$ cat config.mk
export PLATFORM = sky130hd
export DESIGN_NAME = glitch_sequencer
export DESIGN_NICKNAME = d
export VERILOG_FILES = /design/src/rtl/glitch_sequencer.sv
export SDC_FILE = /design/constraint.sdc
export NUM_CORES = 1
export LEC_CHECK = 0
export BUFFER_PORTS_ARGS = -buffer_cell sky130_fd_sc_hd__buf_2
export CORE_ASPECT_RATIO = 0.7
export CORE_UTILIZATION = 55
export CTS_CLUSTER_DIAMETER = 200
export DETAILED_ROUTE_END_ITERATION = 8
export PLACE_DENSITY_LB_ADDON = 0.12
export SLEW_MARGIN = 30
export SYNTH_ARGS = -nofsm -noshare
export SYNTH_HDL_FRONTEND = slang
export SYNTH_SLANG_ARGS = --single-unit
$ cat constraint.sdc
create_clock -name clk_in -period 4.3 [get_ports clk_in]
set_input_delay 0.43 -clock clk_in [delete_from_list [all_inputs] [get_ports clk_in]]
set_output_delay 0.43 -clock clk_in [all_outputs]
set_load 0.02 [all_outputs]
$ cat src/rtl/glitch_sequencer.sv
`default_nettype none
// ============================================================================
//  Module      : glitch_sequencer
//  Description : Pops command words from the host command FIFO and sequences
//                glitch_core's enable/mode inputs: optional external-trigger
//                wait, programmable delay, pulse width, repeat count, abort,
//                and a saturating count of pulses started.
//  Revision    : 1.0 - initial release
// ============================================================================
module glitch_sequencer #(
    parameter int DELAY_W = 16,
    parameter int WIDTH_W = 8,
    parameter int REP_W   = 8,
    parameter int MODE_W  = 7,
    parameter int PCNT_W  = 16,
    parameter int CMD_W   = DELAY_W + WIDTH_W + REP_W + MODE_W + 1
) (
    input  logic              clk_in,
    input  logic              rst,
    input  logic [CMD_W-1:0]  fifo_in,
    input  logic              fifo_empty,
    output logic              fifo_re,
    input  logic              en,
    input  logic              abort,
    input  logic              trig_in,
    output logic              glitch_en,
    output logic [MODE_W-1:0] glitch_mode,
    output logic              ready,
    output logic              busy,
    output logic [PCNT_W-1:0] pulse_cnt
);

    // Command word layout, LSB upwards: T, M, R, W, D
    localparam int c_M_LSB = 1;
    localparam int c_R_LSB = c_M_LSB + MODE_W;
    localparam int c_W_LSB = c_R_LSB + REP_W;
    localparam int c_D_LSB = c_W_LSB + WIDTH_W;
    // One shared counter times both the delay/gap and the pulse width
    localparam int c_CNT_W = (DELAY_W > WIDTH_W) ? DELAY_W : WIDTH_W;

    localparam logic [c_CNT_W-1:0] c_CNT_ONE   = c_CNT_W'(1);
    localparam logic [REP_W:0]     c_PULSE_ONE = (REP_W + 1)'(1);
    localparam logic [PCNT_W-1:0]  c_PCNT_ONE  = PCNT_W'(1);
    localparam logic [PCNT_W-1:0]  c_PCNT_MAX  = {PCNT_W{1'b1}};

    typedef enum logic [2:0] {
        S_IDLE  = 3'd0,
        S_READ  = 3'd1,
        S_TRIG  = 3'd2,
        S_DELAY = 3'd3,
        S_WIDTH = 3'd4
    } state_t;

    state_t              r_state;
    state_t              w_state_nxt;
    logic [DELAY_W-1:0]  r_d;
    logic [WIDTH_W-1:0]  r_w;
    logic [REP_W-1:0]    r_r;
    logic [c_CNT_W-1:0]  r_cnt;
    logic [c_CNT_W-1:0]  w_cnt_nxt;
    logic [REP_W:0]      r_pulses;      // pulses emitted by the current command
    logic [REP_W:0]      w_pulses_nxt;
    logic                r_glitch_en;
    logic                w_glitch_en_nxt;
    logic [MODE_W-1:0]   r_mode;
    logic [PCNT_W-1:0]   r_pcnt;
    logic                r_trig_s1;
    logic                r_trig_s2;
    logic                r_trig_s3;
    logic                r_trig_edge;

    logic                w_fifo_re;
    logic                w_pcnt_inc;
    logic                w_load;
    logic                w_start;       // begin delay/width phase of a command
    logic                w_end;         // command finished this cycle
    logic                w_d_last;
    logic                w_w_last;
    logic                w_more;

    logic                w_cmd_t;
    logic [MODE_W-1:0]   w_cmd_m;
    logic [REP_W-1:0]    w_cmd_r;
    logic [WIDTH_W-1:0]  w_cmd_w;
    logic [DELAY_W-1:0]  w_cmd_d;
    logic [DELAY_W-1:0]  w_br_d;
    logic [WIDTH_W-1:0]  w_br_w;

    assign w_cmd_t = fifo_in[0];
    assign w_cmd_m = fifo_in[c_R_LSB-1:c_M_LSB];
    assign w_cmd_r = fifo_in[c_W_LSB-1:c_R_LSB];
    assign w_cmd_w = fifo_in[c_D_LSB-1:c_W_LSB];
    assign w_cmd_d = fifo_in[CMD_W-1:c_D_LSB];

    // READ branches on the word being latched, TRIG on the latched copy
    assign w_br_d = (r_state == S_READ) ? w_cmd_d : r_d;
    assign w_br_w = (r_state == S_READ) ? w_cmd_w : r_w;

    assign w_d_last = ((r_cnt + c_CNT_ONE) == c_CNT_W'(r_d));
    assign w_w_last = ((r_cnt + c_CNT_ONE) == c_CNT_W'(r_w));
    assign w_more   = (r_pulses <= {1'b0, r_r});

    assign fifo_re     = w_fifo_re;
    assign glitch_en   = r_glitch_en;
    assign glitch_mode = r_mode;
    assign pulse_cnt   = r_pcnt;
    assign ready       = (r_state == S_IDLE) && !en;
    assign busy        = (r_state != S_IDLE);

    // Trigger input: two-flop synchroniser, history flop and registered edge
    always_ff @(posedge clk_in) begin
        if (rst) begin
            r_trig_s1   <= 1'b0;
            r_trig_s2   <= 1'b0;
            r_trig_s3   <= 1'b0;
            r_trig_edge <= 1'b0;
        end else begin
            r_trig_s1   <= trig_in;
            r_trig_s2   <= r_trig_s1;
            r_trig_s3   <= r_trig_s2;
            r_trig_edge <= r_trig_s2 & ~r_trig_s3;
        end
    end

    // Next-state, counter updates, FIFO strobe and pulse bookkeeping
    always_comb begin
        w_state_nxt     = r_state;
        w_fifo_re       = 1'b0;
        w_cnt_nxt       = r_cnt;
        w_pulses_nxt    = r_pulses;
        w_glitch_en_nxt = r_glitch_en;
        w_pcnt_inc      = 1'b0;
        w_load          = 1'b0;
        w_start         = 1'b0;
        w_end           = 1'b0;

        case (r_state)
            S_IDLE: begin
                if (en && !fifo_empty) begin
                    w_fifo_re   = 1'b1;
                    w_state_nxt = S_READ;
                end
            end
            S_READ: begin
                w_load       = 1'b1;
                w_cnt_nxt    = '0;
                w_pulses_nxt = '0;
                if (w_cmd_t) begin
                    w_state_nxt = S_TRIG;
                end else begin
                    w_start = 1'b1;
                end
            end
            S_TRIG: begin
                if (r_trig_edge) begin
                    w_start = 1'b1;
                end
            end
            S_DELAY: begin
                w_cnt_nxt = r_cnt + c_CNT_ONE;
                if (w_d_last) begin
                    w_cnt_nxt = '0;
                    if (r_w == '0) begin
                        w_end = 1'b1;
                    end else begin
                        w_state_nxt     = S_WIDTH;
                        w_glitch_en_nxt = 1'b1;
                        w_pulses_nxt    = r_pulses + c_PULSE_ONE;
                        w_pcnt_inc      = 1'b1;
                    end
                end
            end
            S_WIDTH: begin
                w_cnt_nxt = r_cnt + c_CNT_ONE;
                if (w_w_last) begin
                    w_cnt_nxt = '0;
                    if (!w_more) begin
                        w_glitch_en_nxt = 1'b0;
                        w_end           = 1'b1;
                    end else if (r_d == '0) begin
                        // Zero gap: next pulse abuts this one, enable stays high
                        w_pulses_nxt = r_pulses + c_PULSE_ONE;
                        w_pcnt_inc   = 1'b1;
                    end else begin
                        w_glitch_en_nxt = 1'b0;
                        w_state_nxt     = S_DELAY;
                    end
                end
            end
            default: begin
                w_state_nxt = S_IDLE;
            end
        endcase

        if (w_start) begin
            w_cnt_nxt    = '0;
            w_pulses_nxt = '0;
            if (w_br_w == '0) begin
                // No pulse; a non-zero delay is still waited out
                if (w_br_d == '0) begin
                    w_end = 1'b1;
                end else begin
                    w_state_nxt = S_DELAY;
                end
            end else if (w_br_d == '0) begin
                w_state_nxt     = S_WIDTH;
                w_glitch_en_nxt = 1'b1;
                w_pulses_nxt    = c_PULSE_ONE;
                w_pcnt_inc      = 1'b1;
            end else begin
                w_state_nxt = S_DELAY;
            end
        end

        // Fetch the next word in the same cycle so commands run gap-free
        if (w_end) begin
            w_glitch_en_nxt = 1'b0;
            if (en && !fifo_empty) begin
                w_fifo_re   = 1'b1;
                w_state_nxt = S_READ;
            end else begin
                w_state_nxt = S_IDLE;
            end
        end

        if (abort) begin
            w_state_nxt     = S_IDLE;
            w_glitch_en_nxt = 1'b0;
            w_fifo_re       = 1'b0;
            w_pcnt_inc      = 1'b0;
            w_load          = 1'b0;
        end

        if (rst) begin
            w_fifo_re = 1'b0;
        end
    end

    // State, counters, latched command fields and the pulse counter
    always_ff @(posedge clk_in) begin
        if (rst) begin
            r_state     <= S_IDLE;
            r_d         <= '0;
            r_w         <= '0;
            r_r         <= '0;
            r_cnt       <= '0;
            r_pulses    <= '0;
            r_glitch_en <= 1'b0;
            r_mode      <= '0;
            r_pcnt      <= '0;
        end else begin
            r_state     <= w_state_nxt;
            r_cnt       <= w_cnt_nxt;
            r_pulses    <= w_pulses_nxt;
            r_glitch_en <= w_glitch_en_nxt;
            if (w_load) begin
                r_d    <= w_cmd_d;
                r_w    <= w_cmd_w;
                r_r    <= w_cmd_r;
                r_mode <= w_cmd_m;
            end
            if (w_pcnt_inc && (r_pcnt != c_PCNT_MAX)) begin
                r_pcnt <= r_pcnt + c_PCNT_ONE;
            end
        end
    end

endmodule
`default_nettype wire

==> results.md, run 1 <==
- Critical Path RT: 3.87 ns
- Fin. Hold Viols: 0
- Clk root buf: clkbuf_16
- Post-synth EDFFs: 0
- Die height: 83.4 µm
- Ports: 73
- Initial core utilization: 57.1%
- Net Sw Frac: 22.8%
- ANT nets after route: 0
- H-tree Lvls: 3
- Switching component of the power: 0.405 mW
- Fin crit period: 3.92 ns
- Post-synthesis sequential area ratio: 33.9%
- Row cnt: 29
- Clock sink count: 88
- Cts bufs inserted: 9
- Multi-input logic area: 3130 µm²
- Worst Max-Slew Pin Slew: 0.958 ns
- Antenna Cells: 0
- Syn nets: 733
- Data arrival, critical path: 3.49 ns
- Layout overhead on the synthesized area: 13.3%
- Relative slew slack: 35.9%
- Ranking of synthesized cells by area: dfxtp_1 34%, nand2_1 7.9%, a21oi_1 6.6%
- CP Class: flip-flop to output pin
- RSZ-0062 raised after global routing: false
- Clock Pin Slew Worst Setup and Hold Paths: 0.06 ns
- Largest net degree at the start of global routing: 41
- Netlist Area Pre-Place: 5200 µm²
- Crit. End Element: output pin
- CP most frequent cell: or4_4
- Vias in the first global route: 4607
- Cell count after synthesis: 675
- Gr ovfl total: 0
- Final nets: 785
- Die W: 118 µm
- Worst Reg2Reg Path Length in Cells: 10
- Cell Chain, Critical Path: nand4_1 > or4_4 > xnor2_1 > or4_4 > nor3_2 > nand3b_1 > o311a_1 > a21oi_1 > buf_2
- Distinct cells, synth: 68
- Combinational share of power: 6.8%
- Total number of vias: 5252
- Global Route Usage Sum: 30.1%
- Post-CTS Setup Bufs: 0
- Hold-fix buffers, CTS: 0
- Post-cts resize count: 0
- Final HPWL DP: 10900 µm
- Final Worst Setup Slack: 0.385 ns
- Crit path max fanout: 13
- Routed len/inst: 17.1 µm
- Asr flop ratio synth: 0%
- Mean Syn Cell Area: 7.71 µm²
- Levels on crit path: 9
- Clock power frac: 46.4%
- Fill cells: 832
- Seq. cell area: 1760 µm²
- Period utilization: 91.0%
- Setup Viol. Count Final: 0
- Pre-CTS setup slack: 0.523 ns
- Die area: 9860 µm²
- Status: finished, final reports clean
- Worst ir drop on vdd: 0.222 mV
- Yosys Warn Count: 0
- Register bit count reported by yosys: 88
- P_leak: 2.27 nW
- Top-area cell type share of the netlist area: 33.9%
- Vias per Instance: 6.14
- Cell area after layout: 5900 µm²
- Total Negative Setup Slacks: 0 ns
- Worst-skew pair later-pin latency: 0.34 ns
- Maxcap violations: 0
- Startpoint types: flip-flop
- DRC: 0
- Slowest stage delay, CP: 0.59 ns
- Port Buffer Count: 72
- CTS tree: yes
- Final Skew: 0.00908 ns
- Pwr/cell area: 302 nW/µm²
- Detailed Routing Iterations Pass 1: 5
- Maximum clock rate: 255 MHz
- Hold path depth: 2
- Final Max Slew Viols: 0
- Dpl cell area: 5580 µm²
- First-pass GRT wire length: 23400 µm
- Worst Path Buf+Inv: 1
- Seq pwr share: 46.7%
- Share of layout cells above drive strength 1: 15.3%
- CTS Buffer Depth: 2
- Routability Congestion: 0.963
- P_int: 1.37 mW
- CORE AREA: 9110 µm²
- Area leader, netlist: dfxtp_1
- CP delay by family, top: simple AND/OR/NAND/NOR gates
- Prevailing post-synth register cell: dfxtp_1
- Crit path max-delay cell type: dfxtp_1
- Initial antenna violation count: 0
- DRT iter0 DRCs: 500
- Drt total wl: 14600 µm
- Worst hold path type: input pin to flip-flop
-- worst paths after layout --
kind         slack, ns  startpoint            end
max               0.38    r_cnt[9]        fifo_re
min               0.33     trig_in      r_trig_s1
max reg2reg       0.42    r_cnt[9]  pulse_cnt[14]
min reg2reg       0.40   r_trig_s3    r_trig_edge
-- sequential cells by signal, summed over array words and instances (netlist names), 3 cells and up --
signal	flops
pulse_cnt	16
r_cnt	16
r_d	16
r_pulses	9
r_r	8
r_w	8
glitch_mode	7
r_state	3
-- Yosys cell counts, drive strengths merged (2+ instances only) --
library cell / n
nor2: 34
buf: 18
nand2: 113
inv: 28
mux2i: 3
o211ai: 2
ha: 12
o31ai: 7
o211a: 3
clkbuf: 22
a31oi: 8
a21oi: 69
a21o: 7
nand4: 17
and2: 6
nor3: 12
and4: 4
xor2: 12
o22a: 2
nand3b: 3
nand2b: 10
and3: 13
nor4bb: 2
dfxtp: 88
a221o: 2
a32o: 4
o311a: 2
nor2b: 12
o21ai: 34
mux2: 4
xnor2: 16
a211oi: 2
or4: 5
a311o: 2
o22ai: 3
nand3: 30
o221ai: 3
nor4: 18
xnor3: 3
or3: 18
nor3b: 4
-- power by group through the flow --
stage	Clock (mW)	Sequential (mW)	Combinational [mW]
after floorplan	0	0.848	0.0690
after global placement	0	0.849	0.118
after detailed placement	0	0.849	0.119
after CTS	0.841	0.831	0.120
after global routing	0.877	0.831	0.134
final	0.826	0.831	0.121
-- cells in the final DEF (no fill, tap or decap), drive strengths merged, types with 13 or more instances in the layout --
cell type | Yosys | final
a21oi | 69 | 69
dfxtp | 88 | 88
inv | 28 | 28
nand3 | 30 | 30
nand4 | 17 | 17
o21ai | 34 | 34
and3 | 13 | 13
nor2 | 34 | 34
buf | 18 | 81
nand2 | 113 | 113
or3 | 18 | 18
nor4 | 18 | 18
xnor2 | 16 | 16
-- stage by stage --
stage / std cells / power (mW) / hold slack, ns / utilization, %
final: 855 / 1.78 / 0.328 / 64.7
after CTS: 855 / 1.79 / 0.318 / 64.7
after global routing: 855 / 1.84 / 0.324 / 64.7
after global placement: 840 / 0.967 / 0.375 / 61.3
after floorplan: 675 / 0.917 / 0.367 / -
after detailed placement: 840 / 0.968 / 0.397 / 61.3
-- metal layers --
layer	global-route usage [%]	share of wire (%)	up-vias
li1	-	-	2519
met1	44.1	47	2467
met2	42.6	42	241
met3	8.17	9.4	25
met4	8.51	1.6	0
met5	0	0	-
-- layout make-up --
| class | count | area share, % |
|---|---|---|
| Inverter | 28 | 1.78 |
| Clock buffer | 10 | 3.88 |
| Timing Repair Buffer | 81 | 7.26 |
| Clock inverter | 5 | 1.40 |
| Multi-Input combinational cell | 519 | 53.2 |
| Sequential cell | 88 | 29.9 |
| Tap cell | 124 | 2.63 |
-- cells by family (layout without fill, tap and decap cells) --
logic type	count (synthesis)	after routing	synth area share, %
compound gates	163	163	19.3
xor+xnor	31	31	6.01
fa+ha+maj	12	12	2.89
buf+inv	68	124	5.99
flops	88	88	33.9
mux	7	7	1.44
simple gates	306	306	30.5
Note: power is estimated with default switching activity, not from simulation.
==> inputs of run 2 (changes only) <==
Settings changed: BUFFER_PORTS_ARGS -buffer_cell sky130_fd_sc_hd__buf_2 to -buffer_cell sky130_fd_sc_hd__clkbuf_2, CORE_ASPECT_RATIO 0.7 to 1.4.
Clock period 4.3 ns to 4 ns, I/O delays scaled along.
==> results.md, run 2 (synthesis gave the netlist of run 1 again) <==
- Status: finished, final reports clean
- Crit. End Element: output pin
- Commonest non-fill, non-tap cells in the layout: 110 x nand2_1, 84 x dfxtp_1, 72 x clkbuf_2
- Most common cell after layout, fill and taps aside: nand2_1
- Fin crit period: 3.74 ns
- Drt total wl: 13900 µm
- Largest net degree at the start of global routing: 69
- DRC: 0
- Clk root buf: clkbuf_16
- Pre-CTS setup slack: 0.332 ns
- Relative slew slack: 35.7%
- Worst Max-Slew Pin Slew: 0.960 ns
- Maximum clock rate: 267 MHz
- Crit path max fanout: 11
- Row cnt: 41
- Port Buffer Count: 72
- First-pass GRT wire length: 22600 µm
- DRT iter0 DRCs: 347
- Total number of vias: 5168
- Final core utilization: 65.3%
- Cell Chain, Critical Path: nand4_1 > or4_4 > xnor2_1 > or4_4 > nor3_2 > nand3b_1 > o311a_1 > a21oi_1 > clkbuf_2
- CTS Buffer Depth: 2
- Setup Viol. Count Final: 0
- Routability Congestion: 0.974
- Die area: 9860 µm²
- Placed Cells: 826
- P_leak: 2.29 nW
- Initial antenna violation count: 0
- Worst Reg2Reg Path Length in Cells: 11
- Worst-skew pair later-pin latency: 0.34 ns
- Data arrival, critical path: 3.34 ns
- Hold EP: r_trig_s1
- Gr ovfl total: 0
- Initial core utilization: 57.3%
- Maxcap violations: 0
- Routed len/inst: 16.5 µm
- Final nets: 788
- Worst ir drop on vdd: 0.381 mV
- Hold_sp: trig_in
- Antenna Cells: 0
- R2R Setup Slk: 0.38 ns
- CORE AREA: 9080 µm²
- CTS tree: yes
- Dpl cell area: 5590 µm²
- Critical Path RT: 3.60 ns
- Ports: 73
- Cell area after layout: 5930 µm²
- Detailed Routing Iterations Pass 1: 5
- Final Skew: 0.00871 ns
- Min Hold Slack: 0.268 ns
- Clock Pin Slew Worst Setup and Hold Paths: 0.06 ns
- CP Class: flip-flop to output pin
- Slowest stage delay, CP: 0.59 ns
- Hold-fix buffers, CTS: 0
- Final HPWL DP: 10400 µm
- H-tree Lvls: 3
- ANT nets after route: 0
- CP most frequent cell: or4_4
- Fin. Hold Viols: 0
- RSZ-0062 raised after global routing: false
- Crit Reg-Reg Startpoint: r_cnt[0]
- Startpoint types: flip-flop
- Clock sink count: 88
- CP delay by family, top: simple AND/OR/NAND/NOR gates
- Final Worst Setup Slack: 0.258 ns
- Period utilization: 93.5%
- Layout overhead on the synthesized area: 13.9%
- Worst hold path type: input pin to flip-flop
- Tot Pwr: 1.94 mW
- Hold path depth: 2
- Pwr/cell area: 327 nW/µm²
- Share of layout cells above drive strength 1: 16.5%
- Vias per Instance: 6.15
- Vias in the first global route: 4808
- Fin cells: 841
- Global Route Usage Sum: 29.1%
- Worst Path Buf+Inv: 1
- Post-cts resize count: 0
- Final Max Slew Viols: 0
- Total Negative Setup Slacks: 0 ns
- Die W: 84.2 µm
- Fill cells: 800
- RR Endpoint: pulse_cnt[14]
- Cts bufs inserted: 9
- Die height: 117 µm
- Crit path max-delay cell type: or4_4
- Post-CTS Setup Bufs: 0
## run 2: cell count changes in the layout (fill, tap and decap cells not counted), sizes merged
cell,previous run,this run
buf,81,12
clkbuf,10,84
clkinv,0,1
clkinvlp,3,0
## run 2: area by class of cell
class	count	area (µm²)	area share, %
tap	107	134	2.26
multi-input combinational	519	3150	53.1
inverter	28	105	1.77
timing repair buffer	84	450	7.60
clock buffer	12	256	4.33
sequential	88	1770	29.8
clock inverter	3	65.1	1.10
## run 2: metal layers
metal | track usage, % | wire length (µm) | up-vias
met2 | 52.1 | 7060 | 188
li1 | - | - | 2529
met5 | 0 | 0 | -
met4 | 18.9 | 683 | 0
met1 | 32.4 | 5410 | 2407
met3 | 4.56 | 744 | 44
## run 2: worst reg2reg max path, stage by stage (launching register included)
cell and delay [ns]:
dfxtp_1 0.53, ha_1 0.23, nand3_1 0.18, nor4_1 0.28, buf_4 0.18, xor2_1 0.07
nor4_1 0.35, and4_1 0.39, nand3_1 0.20, a311o_2 0.56, or4_1 0.43, a21oi_1 0.15
## run 2: worst max-delay path by stage
stage,from,endpoint,slack [ns],cells after the start
final,r_cnt[3],fifo_re,0.26,9
after detailed placement,r_cnt[6],pulse_cnt[14],0.33,9
after global routing,r_cnt[5],fifo_re,0.01,9
after global placement,r_cnt[6],pulse_cnt[14],0.40,9
after floorplan,r_cnt[0],pulse_cnt[7],0.63,11
after CTS,r_cnt[6],fifo_re,0.21,9
## run 2: where the power goes
group | internal (mW) | switching, mW
Sequential | 0.885 | 0.00857
Combinational | 0.0479 | 0.0797
Clock | 0.577 | 0.338
Total | 1.51 | 0.426
==> inputs of run 3 (changes only) <==
Settings changed: CORE_UTILIZATION 55 to 52, SLEW_MARGIN 30 to 10.
Clock period 4 ns to 3.05 ns, I/O delays scaled along.
==> results.md, run 3 (synthesis gave the netlist of run 1 again) <==
- Status: complete, but fails checks
- Failing checks: setup timing
- Clk root buf: clkbuf_16
- Share of layout cells above drive strength 1: 30.6%
- Initial core utilization: 54.4%
- Worst Reg2Reg Path Length in Cells: 11
- Detailed Routing Iterations Pass 1: 5
- R2R Setup Slk: -0.10 ns
- Layout overhead on the synthesized area: 31.9%
- Worst ir drop on vdd: 0.326 mV
- Die area: 10400 µm²
- Fin crit period: 3.24 ns
- H-tree Lvls: 3
- CORE AREA: 9560 µm²
- Clock sink count: 88
- Most common cell after layout, fill and taps aside: nand2_1
- Commonest non-fill, non-tap cells in the layout: 108 x nand2_1, 82 x dfxtp_1, 80 x buf_4
- CP delay by family, top: simple AND/OR/NAND/NOR gates
- Cts bufs inserted: 9
- Final HPWL DP: 11400 µm
- Placed Cells: 918
- Multi-input logic area: 3430 µm²
- Dpl cell area: 6150 µm²
- Largest net degree at the start of global routing: 59
- Clock Pin Slew Worst Setup and Hold Paths: 0.07 ns
- Maximum clock rate: 309 MHz
- Worst hold path type: input pin to flip-flop
- Switching component of the power: 0.584 mW
- CTS Buffer Depth: 2
- Relative slew slack: 50.3%
- RSZ-0062 raised after global routing: true
- Cell Chain, Critical Path: nand4_1 > buf_4 > or4_4 > xnor2_2 > or4_4 > nor3_4 > nand3b_1 > o311a_1 > a21oi_2 > buf_4
- Maxcap violations: 0
- Die height: 120 µm
- P_int: 1.83 mW
- Slowest stage delay, CP: 0.54 ns
- Total number of vias: 5601
- Startpoint types: flip-flop
- Crit. End Element: output pin
- Final Skew: 0.00925 ns
- Port Buffer Count: 72
- Hold-fix buffers, CTS: 0
- First-pass GRT wire length: 24400 µm
- Drt total wl: 15700 µm
- Seq. cell area: 1780 µm²
- Data arrival, critical path: 2.93 ns
- Global Route Usage Sum: 29.9%
- Final Max Slew Viols: 0
- Fin. Hold Viols: 0
- Hold path depth: 2
- Row cnt: 42
- Cell area after layout: 6860 µm²
- Levels on crit path: 10
- Fin cells: 947
- Pre-CTS setup slack: -0.208 ns
- DRT iter0 DRCs: 337
- Routed len/inst: 16.6 µm
- Final nets: 868
- CTS tree: yes
- Final Worst Setup Slack: -0.186 ns
- ANT nets after route: 0
- DRC: 0
- Min Hold Slack: 0.176 ns
- Pwr/cell area: 352 nW/µm²
- Antenna Cells: 0
- CP Class: flip-flop to output pin
- Clock power frac: 43.6%
- Worst-skew pair later-pin latency: 0.34 ns
- Die W: 86.5 µm
- Seq pwr share: 48.3%
- Setup Viol. Count Final: 27
- Gr ovfl total: 0
- Vias in the first global route: 5382
- Vias per Instance: 5.91
- Worst Max-Slew Pin Slew: 0.743 ns
- Worst Path Buf+Inv: 2
- Routability Congestion: 0.947
- P_leak: 2.78 nW
- Ports: 73
- Crit path max fanout: 5
- Critical Path RT: 2.74 ns
- Combinational share of power: 8.0%
- Initial antenna violation count: 0
- Tot Pwr: 2.42 mW
- Fill cells: 832
- Crit path max-delay cell type: or4_4
- Net Sw Frac: 24.2%
- Period utilization: 106%
-- run 3: changes by cell type in the layout (fill, tap and decap cells not counted), sizes merged --
cell      previous run  this run
buf                 12        93
bufinv               2         0
clkbuf              84        83
clkinv               1         2
clkinvlp             0         2
-- run 3: worst paths after layout --
| path | from | to |
|---|---|---|
| worst max-delay path | r_cnt[1] | fifo_re |
| worst min register to register | r_trig_s3 | r_trig_edge |
| worst min-delay path | trig_in | r_trig_s1 |
| worst max register to register | r_cnt[1] | pulse_cnt[15] |
-- run 3: power by group through the flow --
stage,Combinational (mW),Sequential [mW],Clock [mW]
3_5_place_dp,0.175,1.20,0
3_3_place_gp,0.173,1.20,0
5_1_grt,0.210,1.17,1.12
2_1_floorplan,0.0973,1.19,0
6_report,0.194,1.17,1.05
4_1_cts,0.183,1.17,1.08
-- run 3: per-layer routing --
metal | wire (µm) | vias up | GRT usage (%) | share of wire (%)
li1 | - | 2689 | - | -
met1 | 6040 | 2643 | 31.1 | 38
met2 | 8260 | 213 | 54.6 | 53
met3 | 615 | 56 | 4.85 | 3.9
met4 | 818 | 0 | 18.9 | 5.2
met5 | 0 | - | 0 | 0
-- run 3: per-stage QoR --
| step | utilization (%) | setup TNS (ns) |
|---|---|---|
| after detailed placement | 64.4 | -2.33 |
| after CTS | 69.7 | -1.06 |
| after global routing | 71.8 | -5.99 |
| final | 71.8 | -1.59 |
| after global placement | 64.4 | -1.67 |
| after floorplan | - | -0.386 |
-- run 3: cell type report --
type	instances	share of cell area [%]
clock inverters	4	0.419
repair buffers	164	16.0
flip-flops and latches	88	25.9
well taps	132	2.41
clock buffers	12	3.74
multi-input cells	519	50.0
inverters	28	1.53
-- run 3: repair_timing --
item,CTS,global route
pin swaps,16,28
buffers inserted,11,2
hold endpoints to repair,0,0
cloned,1,0
endpoints found under the setup margin,32,41
gates resized for setup,30,56
